### src/rtl/wddl_pkg.sv
// Shared types and default timing for the WDDL phase controller.
package wddl_pkg;

  localparam int unsigned WDDL_PRE_CYC_DEF  = 2;
  localparam int unsigned WDDL_EVAL_CYC_DEF = 2;
  localparam int unsigned WDDL_CNT_W        = 4;

  typedef enum logic [1:0] {
    IDLE  = 2'd0,
    PRECH = 2'd1,
    EVAL  = 2'd2,
    RESP  = 2'd3
  } wddl_state_e;

endpackage

### src/rtl/wddl_dual_rail_enc.sv
// Single-rail to dual-rail encoder: {t,f} = {d,~d} when evaluating, {0,0} when precharging.
module wddl_dual_rail_enc #(
  parameter int unsigned WIDTH = 1
) (
  input  logic [WIDTH-1:0] d,
  input  logic             prechrg,
  output logic [WIDTH-1:0] t,
  output logic [WIDTH-1:0] f
);

  assign t = prechrg ? '0 : d;
  assign f = prechrg ? '0 : ~d;

endmodule

### src/rtl/wddl_phase_ctrl.sv
// WDDL precharge/evaluate sequencer with operand/result handshakes.
// Optional rail-integrity checking is enabled by defining WDDL_FAULT_CHECK_EN.
module wddl_phase_ctrl
  import wddl_pkg::*;
#(
  parameter int unsigned WIDTH    = 1,
  parameter int unsigned PRE_CYC  = WDDL_PRE_CYC_DEF,
  parameter int unsigned EVAL_CYC = WDDL_EVAL_CYC_DEF
) (
  input  logic             clk,
  input  logic             rst,
  input  logic             in_valid_i,
  output logic             in_ready_o,
  input  logic [WIDTH-1:0] a_i,
  input  logic [WIDTH-1:0] b_i,
  output logic             prechrg_o,
  output logic [WIDTH-1:0] a_t_o,
  output logic [WIDTH-1:0] a_f_o,
  output logic [WIDTH-1:0] b_t_o,
  output logic [WIDTH-1:0] b_f_o,
  input  logic [WIDTH-1:0] y_t_i,
  input  logic [WIDTH-1:0] y_f_i,
  output logic             res_valid_o,
  input  logic             res_ready_i,
  output logic [WIDTH-1:0] res_o,
  output logic             err_o
);

  localparam logic [WDDL_CNT_W-1:0] PreLd  = WDDL_CNT_W'(PRE_CYC - 1);
  localparam logic [WDDL_CNT_W-1:0] EvalLd = WDDL_CNT_W'(EVAL_CYC - 1);

  wddl_state_e           state_q, state_d;
  logic [WDDL_CNT_W-1:0] cnt_q, cnt_d;
  logic [WIDTH-1:0]      a_q, b_q, res_q;
  logic [WIDTH-1:0]      a_t_q, a_f_q, b_t_q, b_f_q;
  logic [WIDTH-1:0]      a_t_d, a_f_d, b_t_d, b_f_d;
  logic                  prechrg_q;
  logic                  enc_prechrg;
  logic                  accept;
  logic                  eval_last;

  assign accept      = in_valid_i && (state_q == IDLE);
  assign eval_last   = (state_q == EVAL) && (cnt_q == '0);
  // Rails are encoded from the next state so the registered pair is glitch-free.
  assign enc_prechrg = (state_d != EVAL);

  always_comb begin
    state_d = state_q;
    cnt_d   = cnt_q;
    case (state_q)
      IDLE: begin
        if (in_valid_i) begin
          state_d = PRECH;
          cnt_d   = PreLd;
        end
      end
      PRECH: begin
        if (cnt_q == '0) begin
          state_d = EVAL;
          cnt_d   = EvalLd;
        end else begin
          cnt_d = cnt_q - 1'b1;
        end
      end
      EVAL: begin
        if (cnt_q == '0) begin
          state_d = RESP;
        end else begin
          cnt_d = cnt_q - 1'b1;
        end
      end
      RESP: begin
        if (res_ready_i) state_d = IDLE;
      end
      default: state_d = IDLE;
    endcase
  end

  wddl_dual_rail_enc #(.WIDTH(WIDTH)) u_enc_a (
    .d       (a_q),
    .prechrg (enc_prechrg),
    .t       (a_t_d),
    .f       (a_f_d)
  );

  wddl_dual_rail_enc #(.WIDTH(WIDTH)) u_enc_b (
    .d       (b_q),
    .prechrg (enc_prechrg),
    .t       (b_t_d),
    .f       (b_f_d)
  );

  always_ff @(posedge clk) begin
    if (rst) begin
      state_q   <= IDLE;
      cnt_q     <= '0;
      a_q       <= '0;
      b_q       <= '0;
      res_q     <= '0;
      a_t_q     <= '0;
      a_f_q     <= '0;
      b_t_q     <= '0;
      b_f_q     <= '0;
      prechrg_q <= 1'b1;
    end else begin
      state_q   <= state_d;
      cnt_q     <= cnt_d;
      prechrg_q <= enc_prechrg;
      a_t_q     <= a_t_d;
      a_f_q     <= a_f_d;
      b_t_q     <= b_t_d;
      b_f_q     <= b_f_d;
      if (accept) begin
        a_q <= a_i;
        b_q <= b_i;
      end
      if (eval_last) res_q <= y_t_i;
    end
  end

`ifdef WDDL_FAULT_CHECK_EN
  logic pre_last;
  logic err_q;

  assign pre_last = (state_q == PRECH) && (cnt_q == '0);

  // Precharged gates must output 0/0; evaluated gates must output complementary rails.
  always_ff @(posedge clk) begin
    if (rst) begin
      err_q <= 1'b0;
    end else if (accept) begin
      err_q <= 1'b0;
    end else if (pre_last && ((|y_t_i) || (|y_f_i))) begin
      err_q <= 1'b1;
    end else if (eval_last && (|(~(y_t_i ^ y_f_i)))) begin
      err_q <= 1'b1;
    end
  end

  assign err_o = err_q;
`else
  logic unused_y_f;
  assign unused_y_f = ^y_f_i;
  assign err_o      = 1'b0;
`endif

  assign in_ready_o  = (state_q == IDLE) && !rst;
  assign res_valid_o = (state_q == RESP);
  assign res_o       = res_q;
  assign prechrg_o   = prechrg_q;
  assign a_t_o       = a_t_q;
  assign a_f_o       = a_f_q;
  assign b_t_o       = b_t_q;
  assign b_f_o       = b_f_q;

endmodule
### config.mk
export PLATFORM = sky130hd
export DESIGN_NAME = wddl_phase_ctrl
export DESIGN_NICKNAME = d
export VERILOG_FILES = /design/src/rtl/wddl_pkg.sv /design/src/rtl/wddl_dual_rail_enc.sv /design/src/rtl/wddl_phase_ctrl.sv
export SDC_FILE = /design/constraint.sdc
export NUM_CORES = 1
export LEC_CHECK = 0
export ABC_AREA = 1
export BUFFER_PORTS_ARGS = -buffer_cell sky130_fd_sc_hd__buf_2
export CAP_MARGIN = 20
export CORE_ASPECT_RATIO = 0.7
export CORE_MARGIN = 4
export CORE_UTILIZATION = 43
export CTS_BUF_LIST = sky130_fd_sc_hd__clkbuf_8
export DETAILED_ROUTE_END_ITERATION = 10
export PLACE_DENSITY = 0.73
export SYNTH_ARGS = -nofsm -noshare
export SYNTH_HDL_FRONTEND = slang
export SYNTH_HIERARCHICAL = 1
export SYNTH_SLANG_ARGS = --single-unit
### constraint.sdc
create_clock -name clk -period 1.62 [get_ports clk]
set_input_delay 0.081 -clock clk [delete_from_list [all_inputs] [get_ports clk]]
set_output_delay 0.081 -clock clk [all_outputs]
set_load 0.05 [all_outputs]
==> flow_metrics.env, run 1 <==
export IMPL_outcome="finished clean"
export IMPL_ys_flop_type="sky130_fd_sc_hd__dfxtp_1"
export IMPL_drt_drc_violations_left=0
export IMPL_multiInputGateArea_um2=460
export IMPL_layout_area_seq_um2=283
export IMPL_grt_antenna_before_repair=0
export IMPL_worst_endpoint_arrival_ns=1.70
export IMPL_path_max_fanout=4
export IMPL_num_antenna_cells=0
export IMPL_slew_violations=0
export IMPL_timing_hold_worst_class="input pin to flip-flop"
export IMPL_synth_edff_count=0
export IMPL_grt_pass1_vias=606
export IMPL_place_gp_congestion=0.789
export IMPL_layout_worst_path_cycle_share_pct=93.9
export IMPL_dp_hpwl_mm=1.33
export IMPL_placed_cell_area_um2=921
export IMPL_root_buffer="sky130_fd_sc_hd__clkbuf_8"
export IMPL_chipHeight_um=44.6
export IMPL_power_density_nw_per_um2=1280
export IMPL_drt_iter0_markers=13
export IMPL_max_freq_mhz=657
export IMPL_chipWidth_um=60.3
export IMPL_yosys_top_cells_count="sky130_fd_sc_hd__nand2_1 (28), sky130_fd_sc_hd__inv_1 (21), sky130_fd_sc_hd__nor2_1 (16)"
export IMPL_track_usage_pct=13.6
export IMPL_floorplan_initialDensity_pct=48.5
export IMPL_fin_nets=152
export IMPL_hold_buffers=0
export IMPL_worstPathRequired_ns=1.80
export IMPL_syn_cell_area_um2=822
export IMPL_routed_via_count=716
export IMPL_timing_final_ws_setup_ns=0.0983
export IMPL_antenna_violating_nets_post_route=0
export IMPL_postRouteWirelength_mm=1.69
export IMPL_wl_per_cell_um=10.8
export IMPL_synth_async_reset_ratio_pct=0
export IMPL_placement_rows=12
export IMPL_synth_sequential_area_ratio_pct=34.1
export IMPL_yosys_register_bits=14
export IMPL_nFillCells=163
export IMPL_clock_latency_on_the_worst_skew_pair_ns=0.24
export IMPL_design_portCount=17
export IMPL_final_hold_viol_count=0
export IMPL_drt_pass1_iterations=3
export IMPL_synthToLayoutAreaGrowth_pct=21.2
export IMPL_max_clock_path_buffers=2
export IMPL_clock_sink_count=14
export IMPL_clock_buffers_created_by_tritoncts=3
export IMPL_start_kind="flip-flop"
export IMPL_die_ar_um2=2690
export IMPL_synth_most_common_cell="sky130_fd_sc_hd__nand2_1"
export IMPL_skew_ns=0.000895
export IMPL_post_synthesis_average_cell_area_um2=6.97
export IMPL_global_route_overflow_total=0
export IMPL_grt_max_degree=10
export IMPL_numPortBuffers=14
export IMPL_post_cts_buffers=0
export IMPL_global_route_wire_length_before_repair_mm=2.65
export IMPL_fp_coreArea_um2=1700
export IMPL_total_leakage_power_uw=0.000505
export IMPL_synth_top_area_cell="sky130_fd_sc_hd__dfxtp_1"
export IMPL_layout_drive_gt1_share_pct=25.7
export IMPL_setup_worst_path_end_class="flip-flop"
export IMPL_synth_top_cell_area_share_pct=34.1
export IMPL_final_design_area_no_fill_um2=996
export IMPL_worstSetupPathType="flip-flop to flip-flop"
export IMPL_route_detailed_vias_per_inst=4.56
export IMPL_place_worst_setup_slack_ns=0.0226
export IMPL_tritoncts="yes"
export IMPL_clk_pin_slew_worst_paths_ns=0.06
export IMPL_post_route_min_period_ns=1.52
export IMPL_synthDistinctLibCells=20
export IMPL_drv_max_cap_violation_count=0
export IMPL_synth_net_count=133
export IMPL_postSynthCellCount=118
export IMPL_ir_worst_vdd_v=0.000723
export IMPL_setup_violations_final=0
export IMPL_synth_top_cells_by_area="sky130_fd_sc_hd__dfxtp_1 (34%), sky130_fd_sc_hd__nand2_1 (13%), sky130_fd_sc_hd__ha_1 (11%)"
export IMPL_cts_htree_levels=1
export IMPL_synth_warnings=6
## worst paths after layout
kind                                  from  endpoint  slack [ns]  cells after the start
worst max-delay path            state_q[0]     b_t_o         0.1                     11
worst min-delay path                   b_i       b_q        0.09                      3
worst max register to register  state_q[0]     b_t_o         0.1                     11
worst min register to register       res_o     res_o        0.44                      2
## critical path, stage by stage (launching register included)
cell	delay (ns)
sky130_fd_sc_hd__dfxtp_2	0.36
sky130_fd_sc_hd__inv_1	0.09
sky130_fd_sc_hd__ha_2	0.22
sky130_fd_sc_hd__a21oi_1	0.13
sky130_fd_sc_hd__nand2_1	0.07
sky130_fd_sc_hd__nand2_1	0.05
sky130_fd_sc_hd__nand2_1	0.04
sky130_fd_sc_hd__inv_1	0.08
sky130_fd_sc_hd__nand2_1	0.14
sky130_fd_sc_hd__nor2_2	0.12
sky130_fd_sc_hd__inv_1	0.04
sky130_fd_sc_hd__nor2_1	0.10
## registers in the layout, summed over array words and instances, names as in the netlist
signal	flops
a_f_o	1
a_q	1
a_t_o	1
b_f_o	1
b_q	1
b_t_o	1
cnt_q	4
prechrg_o	1
res_o	1
state_q	2
## cells by family (layout without fill, tap and decap cells)
| group | count (synthesis) | count (layout) | share of synthesized area [%] |
|---|---|---|---|
| and+or+nand+nor | 60 | 60 | 33.6 |
| DFF | 14 | 14 | 34.1 |
| AOI/OAI and AO/OA | 11 | 11 | 8.83 |
| buffers and inverters | 25 | 43 | 12.3 |
| other | 1 | 1 | 0.456 |
| adders and majority gates | 7 | 7 | 10.7 |
## metal layers
metal  up-vias  GRT usage, %  wire (um)
li1        390             -          -
met1       313          17.3        844
met2        11          21.1        742
met3         2          5.25         91
met4         0          3.98         14
met5         -             0          0
## where the power goes
part / internal, uW / switching [uW]
logic: 185 / 319
clock network: 215 / 130
registers: 390 / 38.2
## through the flow
| stage | instances | hold WS, ns | setup TNS, ns | util (%) | total power (uW) |
|---|---|---|---|---|---|
| 2_1_floorplan | 118 | 0.244 | 0 | - | 817 |
| 3_3_place_gp | 153 | 0.329 | 0 | 54.3 | 902 |
| 4_1_cts | 157 | 0.0831 | 0 | 57.5 | 1270 |
| 6_report | 157 | 0.0859 | 0 | 58.7 | 1280 |
| 5_1_grt | 157 | 0.105 | -0.00796 | 58.7 | 1370 |
| 3_5_place_dp | 153 | 0.340 | 0 | 54.3 | 917 |
## layout by cell type, fill, tap and decap left out, types with 2 or more instances in the layout
cell type and count:
sky130_fd_sc_hd__buf_2 14, sky130_fd_sc_hd__buf_4 2, sky130_fd_sc_hd__nor2_2 2, sky130_fd_sc_hd__inv_1 21, sky130_fd_sc_hd__ha_2 3, sky130_fd_sc_hd__ha_1 3, sky130_fd_sc_hd__o21ai_0 4, sky130_fd_sc_hd__nor2_1 16
sky130_fd_sc_hd__inv_2 2, sky130_fd_sc_hd__clkbuf_8 4, sky130_fd_sc_hd__nand3_1 8, sky130_fd_sc_hd__nand2_1 28, sky130_fd_sc_hd__dfxtp_2 2, sky130_fd_sc_hd__nand4_1 2, sky130_fd_sc_hd__dfxtp_1 12, sky130_fd_sc_hd__a21oi_1 4
## timing repair
action | in CTS | in global routing
setup endpoints to repair | 0 | 4
hold endpoints to repair | 0 | 0
gates resized for setup | 0 | 6
## cell type report
class / count / area share [%]
Multi-Input combinational cell: 79 / 46.2
Sequential cell: 14 / 28.4
Inverter: 23 / 8.67
Timing Repair Buffer: 16 / 8.54
Clock buffer: 4 / 5.53
Tap cell: 21 / 2.64
Note: power is estimated with default switching activity, not from simulation.
==> run 2: changes to the inputs <==
--- a/config.mk
+++ b/config.mk
@@ -14,6 +14,7 @@
 export CTS_BUF_LIST = sky130_fd_sc_hd__clkbuf_8
 export DETAILED_ROUTE_END_ITERATION = 10
 export PLACE_DENSITY = 0.73
+export REMOVE_ABC_BUFFERS = 1
 export SYNTH_ARGS = -nofsm -noshare
 export SYNTH_HDL_FRONTEND = slang
 export SYNTH_HIERARCHICAL = 1
==> flow_metrics.env, run 2 (synthesis results as in run 1) <==
export IMPL_setup_reg_to_reg_worst_slack_ns=0.19
export IMPL_placement_rows=12
export IMPL_ff_to_ff_end="a_f_o"
export IMPL_final_hold_viol_count=0
export IMPL_setup_worst_path_end_class="output port"
export IMPL_max_freq_mhz=695
export IMPL_num_antenna_cells=0
export IMPL_final_hold_worst_slack_ns=0.0838
export IMPL_outcome="finished clean"
export IMPL_post_cts_buffers=0
export IMPL_fp_coreArea_um2=1700
export IMPL_layout_commonest_cell="sky130_fd_sc_hd__nand2_1"
export IMPL_routed_via_count=711
export IMPL_grt_antenna_before_repair=0
export IMPL_rsz0062_at_grt="no"
export IMPL_layout_top_registers="cnt_q: 4 flops, state_q: 2 flops"
export IMPL_route_detailed_vias_per_inst=4.53
export IMPL_floorplan_initialDensity_pct=48.5
export IMPL_chipWidth_um=60.3
export IMPL_grt_max_degree=10
export IMPL_worstPathBufferInverterCount=3
export IMPL_path_cells="inv_1, ha_1, inv_1, nor2_1, buf_2"
export IMPL_max_clock_path_buffers=2
export IMPL_met3RoutedLength_um=102
export IMPL_worstSetupPathType="flip-flop to output port"
export IMPL_leading_cell_types_in_the_layout_fill_and_taps_excluded="sky130_fd_sc_hd__nand2_1 (27), sky130_fd_sc_hd__inv_1 (21), sky130_fd_sc_hd__nor2_1 (16)"
export IMPL_clock_sink_count=14
export IMPL_drt_pass1_iterations=4
export IMPL_place_gp_congestion=0.806
export IMPL_drv_max_cap_violation_count=0
export IMPL_largest_reg_flops=4
export IMPL_total_leakage_power_uw=0.000504
export IMPL_worstHoldPathCells=3
export IMPL_worstPathRequired_ns=1.54
export IMPL_setup_violations_final=0
export IMPL_post_route_min_period_ns=1.44
export IMPL_drt_iter0_markers=16
export IMPL_global_route_overflow_total=0
export IMPL_critical_path_top_delay_family="buffers and inverters"
export IMPL_numPortBuffers=14
export IMPL_root_buffer="sky130_fd_sc_hd__clkbuf_8"
export IMPL_critical_path_slowest_cell="sky130_fd_sc_hd__dfxtp_2"
export IMPL_synthToLayoutAreaGrowth_pct=19.9
export IMPL_topRoutingLayerUsed="met4"
export IMPL_die_ar_um2=2690
export IMPL_track_usage_pct=12.8
export IMPL_place_worst_setup_slack_ns=0.0687
export IMPL_cpMostUsedCell="sky130_fd_sc_hd__inv_1"
export IMPL_slowest_delay_ns=0.34
export IMPL_drt_drc_violations_left=0
export IMPL_clk_pin_slew_worst_paths_ns=0.06
export IMPL_final_core_util_pct=58.1
export IMPL_reg2regPathDepth=12
export IMPL_ir_worst_vdd_v=0.000768
export IMPL_postRouteWirelength_mm=1.50
export IMPL_hold_buffers=0
export IMPL_nFillCells=171
export IMPL_slew_violations=0
export IMPL_cts_htree_levels=1
export IMPL_hold_critical_path_endpoint="b_q"
export IMPL_wl_met2_um=676
export IMPL_timing_hold_worst_class="input pin to flip-flop"
export IMPL_min_delay_start="b_i"
export IMPL_wl_per_cell_um=9.56
export IMPL_m1WireLength_um=717
export IMPL_global_route_wire_length_before_repair_mm=2.52
export IMPL_path_max_fanout=4
export IMPL_design_portCount=17
export IMPL_grt_pass1_vias=582
export IMPL_clock_latency_on_the_worst_skew_pair_ns=0.25
export IMPL_clock_buffers_created_by_tritoncts=3
export IMPL_crit_reg2reg_launch="state_q[1]"
export IMPL_dp_hpwl_mm=1.22
export IMPL_fin_nets=152
export IMPL_cts_repair_resize_count=0
export IMPL_power_density_nw_per_um2=1270
export IMPL_skew_ns=0.00323
export IMPL_worst_endpoint_arrival_ns=1.36
export IMPL_antenna_violating_nets_post_route=0
export IMPL_tritoncts="yes"
export IMPL_layout_worst_path_cycle_share_pct=88.8
export IMPL_chipHeight_um=44.6
export IMPL_layout_drive_gt1_share_pct=25.7
export IMPL_timing_final_ws_setup_ns=0.182
export IMPL_registers_top_by_ff_count="cnt_q"
export IMPL_start_kind="flip-flop"
[run 2: changes by cell type in the layout (fill, tap and decap cells not counted)]
cell	before	now
sky130_fd_sc_hd__ha_1	3	4
sky130_fd_sc_hd__ha_4	1	0
sky130_fd_sc_hd__nand2_1	28	27
sky130_fd_sc_hd__nand2_2	0	1
[run 2: metal layers]
metal	track usage (%)	vias to the layer above
li1	-	388
met1	16.2	310
met2	19.4	11
met3	6.41	2
met4	2.65	0
met5	0	-
[run 2: worst register-to-register path: cells and delay by family (launching register included)]
kind / cells / cell delay [ns]
flip-flops: 1 / 0.37
adder cells (fa/ha/maj): 1 / 0.21
buffers and inverters: 3 / 0.21
AND/OR/NAND/NOR: 8 / 0.53
[run 2: stage by stage]
step                TNS [ns]  power [uW]  cell area, um^2  cells
floorplan             -0.247         811              807    116
global placement           0         898              918    153
detailed placement         0         909              918    153
CTS                        0        1260              973    157
global route               0        1360              986    157
finish                     0        1250              986    157
[run 2: worst max path at each step]
| stage | from | end | cells after the start |
|---|---|---|---|
| 6_report | state_q[0] | in_ready_o | 5 |
| 5_1_grt | state_q[1] | a_t_o | 12 |
| 4_1_cts | state_q[0] | a_f_o | 11 |
| 3_5_place_dp | state_q[0] | a_f_o | 11 |
| 3_3_place_gp | state_q[0] | a_f_o | 11 |
| 2_1_floorplan | state_q[1] | a_t_o | 11 |
[run 2: power breakdown]
part | total [uW] | switching [uW] | internal [uW]
combinational | 482 | 305 | 176
sequential | 427 | 37.1 | 390
clock | 341 | 125 | 215
[run 2: cell type report]
type / count / area [um^2] / area share, %
Timing Repair Buffer: 16 / 85.1 / 8.63
Inverter: 23 / 86.3 / 8.76
Clock buffer: 4 / 55.1 / 5.58
Multi-Input combinational cell: 79 / 450 / 45.7
Tap cell: 21 / 26.3 / 2.66
Sequential cell: 14 / 283 / 28.7
==> run 3: changes to the inputs <==
--- a/config.mk
+++ b/config.mk
@@ -5,15 +5,13 @@
 export SDC_FILE = /design/constraint.sdc
 export NUM_CORES = 1
 export LEC_CHECK = 0
-export ABC_AREA = 1
 export BUFFER_PORTS_ARGS = -buffer_cell sky130_fd_sc_hd__buf_2
 export CAP_MARGIN = 20
-export CORE_ASPECT_RATIO = 0.7
 export CORE_MARGIN = 4
 export CORE_UTILIZATION = 43
 export CTS_BUF_LIST = sky130_fd_sc_hd__clkbuf_8
 export DETAILED_ROUTE_END_ITERATION = 10
-export PLACE_DENSITY = 0.73
+export PLACE_DENSITY = 0.74
 export REMOVE_ABC_BUFFERS = 1
 export SYNTH_ARGS = -nofsm -noshare
 export SYNTH_HDL_FRONTEND = slang
==> flow_metrics.env, run 3 <==
export IMPL_die_ar_um2=2530
export IMPL_drt_pass1_iterations=4
export IMPL_total_power_uw=1770
export IMPL_yosys_register_bits=14
export IMPL_pwr_share_seq_pct=24.4
export IMPL_synth_xor_area_share_pct=0
export IMPL_grt_max_degree=17
export IMPL_syn_cell_area_um2=769
export IMPL_registers_top_by_ff_count="cnt_q"
export IMPL_drv_max_cap_violation_count=0
export IMPL_layout_drive_gt1_share_pct=51.2
export IMPL_total_switching_power_uw=664
export IMPL_clk_pin_slew_worst_paths_ns=0.06
export IMPL_yosys_mux_area_fraction_pct=1.30
export IMPL_synth_top_area_cell="sky130_fd_sc_hd__dfxtp_1"
export IMPL_synth_compound_area_share_pct=16.6
export IMPL_power_report_internal_total_uw=1100
export IMPL_power_density_nw_per_um2=1520
export IMPL_power_clock_fraction_pct=19.6
export IMPL_failed_checks="setup timing"
export IMPL_critical_path_slowest_cell="sky130_fd_sc_hd__or3b_4"
export IMPL_layout_worst_path_cycle_share_pct=118
export IMPL_rsz0062_at_grt="yes"
export IMPL_num_antenna_cells=0
export IMPL_layout_commonest_cell="sky130_fd_sc_hd__buf_4"
export IMPL_final_hold_viol_count=0
export IMPL_outcome="complete, but fails checks"
export IMPL_setup_worst_path_end_class="flip-flop"
export IMPL_dp_hpwl_mm=1.35
export IMPL_synth_async_reset_ratio_pct=0
export IMPL_root_buffer="sky130_fd_sc_hd__clkbuf_8"
export IMPL_synthDistinctLibCells=31
export IMPL_total_leakage_power_uw=0.000490
export IMPL_synth_top_family_by_area="simple AND/OR/NAND/NOR gates"
export IMPL_post_route_min_period_ns=1.92
export IMPL_chipWidth_um=50.3
export IMPL_synth_top_cell_area_share_pct=36.4
export IMPL_synth_top_cells_by_area="sky130_fd_sc_hd__dfxtp_1 (36%), sky130_fd_sc_hd__ha_1 (11%), sky130_fd_sc_hd__nor2b_1 (5.7%)"
export IMPL_worstSetupPathType="flip-flop to flip-flop"
export IMPL_skew_ns=0.00135
export IMPL_route_detailed_vias_per_inst=5.36
export IMPL_placement_rows=15
export IMPL_design_portCount=17
export IMPL_ys_flop_type="sky130_fd_sc_hd__dfxtp_1"
export IMPL_synthToLayoutAreaGrowth_pct=50.9
export IMPL_postRouteWirelength_mm=2.13
export IMPL_numPortBuffers=14
export IMPL_start_kind="flip-flop"
export IMPL_worstPathBufferInverterCount=1
export IMPL_place_gp_congestion=0.854
export IMPL_drt_iter0_markers=16
export IMPL_synth_sequential_area_ratio_pct=36.4
export IMPL_chipHeight_um=50.3
export IMPL_wl_per_cell_um=14.4
export IMPL_grt_antenna_before_repair=0
export IMPL_fp_coreArea_um2=1710
export IMPL_ir_worst_vdd_v=0.000976
export IMPL_largest_reg_flops=4
export IMPL_timing_final_ws_setup_ns=-0.295
export IMPL_critical_path_top_delay_family="simple AND/OR/NAND/NOR gates"
export IMPL_max_freq_mhz=522
export IMPL_drt_drc_violations_left=0
export IMPL_comb_power_share_pct=56.0
export IMPL_slew_violations=0
export IMPL_worst_endpoint_arrival_ns=2.11
export IMPL_global_route_wire_length_before_repair_mm=3.58
export IMPL_routed_via_count=794
export IMPL_path_cells="inv_2, ha_4, or3b_4, a2111oi_4, nor3_2, or2_4, nor2b_4, nor2b_2"
export IMPL_synth_simple_gate_area_share_pct=29.9
export IMPL_fin_nets=139
export IMPL_synth_edff_count=0
export IMPL_global_route_overflow_total=0
export IMPL_slowest_delay_ns=0.38
export IMPL_worstPathRequired_ns=1.81
export IMPL_clock_buffers_created_by_tritoncts=3
export IMPL_layout_top_registers="cnt_q: 4 flops, state_q: 2 flops"
export IMPL_antenna_violating_nets_post_route=0
export IMPL_track_usage_pct=18.8
export IMPL_grt_pass1_vias=788
export IMPL_synth_most_common_cell="sky130_fd_sc_hd__dfxtp_1"
export IMPL_yosys_top_cells_count="sky130_fd_sc_hd__dfxtp_1 (14), sky130_fd_sc_hd__ha_1 (7), sky130_fd_sc_hd__nor2_1 (7), sky130_fd_sc_hd__nor2b_1 (7)"
export IMPL_synth_fa_ha_area_share_pct=11.4
export IMPL_synth_warnings=6
export IMPL_timing_hold_worst_class="input pin to flip-flop"
export IMPL_leading_cell_types_in_the_layout_fill_and_taps_excluded="sky130_fd_sc_hd__buf_4 (22), sky130_fd_sc_hd__buf_2 (14), sky130_fd_sc_hd__dfxtp_1 (10)"
export IMPL_max_clock_path_buffers=2
export IMPL_floorplan_initialDensity_pct=45.1
export IMPL_power_share_switching_pct=37.6
export IMPL_path_max_fanout=4
export IMPL_setup_violations_final=10
export IMPL_postSynthCellCount=83
export IMPL_post_synthesis_average_cell_area_um2=9.27
export IMPL_place_worst_setup_slack_ns=-0.439
export IMPL_cts_htree_levels=1
export IMPL_tritoncts="yes"
export IMPL_clock_latency_on_the_worst_skew_pair_ns=0.25
export IMPL_clock_sink_count=14
## run 3: through the flow
| step | hold WS (ns) | std cells | area [um^2] | TNS (ns) | utilization, % |
|---|---|---|---|---|---|
| after global routing | 0.112 | 148 | 1160 | -2.75 | 68.0 |
| after detailed placement | 0.338 | 140 | 1010 | -2.38 | 59.1 |
| after floorplan | 0.150 | 81 | 758 | -1.96 | - |
| after CTS | 0.0841 | 146 | 1130 | -1.20 | 66.2 |
| after global placement | 0.316 | 140 | 1010 | -2.05 | 59.1 |
| final | 0.0763 | 148 | 1160 | -1.63 | 68.0 |
## run 3: worst paths after layout
| kind | start | endpoint | slack, ns | depth (start not counted) |
|---|---|---|---|---|
| worst min-delay path | y_t_i | res_o | 0.08 | 3 |
| worst min register to register | a_q | a_q | 0.49 | 2 |
| worst max-delay path | cnt_q[1] | b_t_o | -0.30 | 8 |
| worst max register to register | cnt_q[1] | b_t_o | -0.30 | 8 |
## run 3: power by group through the flow
stage	registers, uW	logic, uW	clock network, uW
finish	431	991	347
global route	436	1080	367
CTS	429	916	343
detailed placement	428	809	0
global placement	426	788	0
floorplan	471	453	0
## run 3: worst register-to-register path, stage by stage, from the launching register on
cell and delay, ns:
sky130_fd_sc_hd__dfxtp_2 0.32, sky130_fd_sc_hd__inv_2 0.08, sky130_fd_sc_hd__ha_4 0.14, sky130_fd_sc_hd__or3b_4 0.38
sky130_fd_sc_hd__a2111oi_4 0.34, sky130_fd_sc_hd__nor3_2 0.08, sky130_fd_sc_hd__or2_4 0.28, sky130_fd_sc_hd__nor2b_4 0.11
sky130_fd_sc_hd__nor2b_2 0.12
## run 3: final cells by class
| type | instances | area (um^2) |
|---|---|---|
| flip-flops and latches | 14 | 285 |
| repair buffers | 38 | 258 |
| clock buffers | 4 | 55.1 |
| well taps | 25 | 31.3 |
| inverters | 5 | 18.8 |
| multi-input cells | 62 | 513 |
| fillers | 133 | 547 |
## run 3: repair_timing
action	in CTS	in global routing
endpoints found under the hold margin	0	0
resized for setup	16	5
hold buffers	0	0
setup endpoints to repair	10	10
pin swaps	6	0
setup buffers	2	2
## run 3: routing by layer
layer  up-vias  part of all wire (%)  GRT usage [%]  wire length [um]
met5         -                     0              0                 0
met3         6                   4.2           4.15                89
met2        21                    50           33.7              1080
li1        377                     -              -                 -
met1       390                    44           21.2               932
met4         0                   1.6           7.62                34
## run 3: cell families (layout without fill, tap and decap cells)
| family | Yosys count | after routing |
|---|---|---|
| simple gates | 37 | 37 |
| compound gates | 16 | 16 |
| flops | 14 | 14 |
| fa+ha+maj | 7 | 7 |
| buf+inv | 7 | 47 |
| other cells | 1 | 1 |
| mux | 1 | 1 |
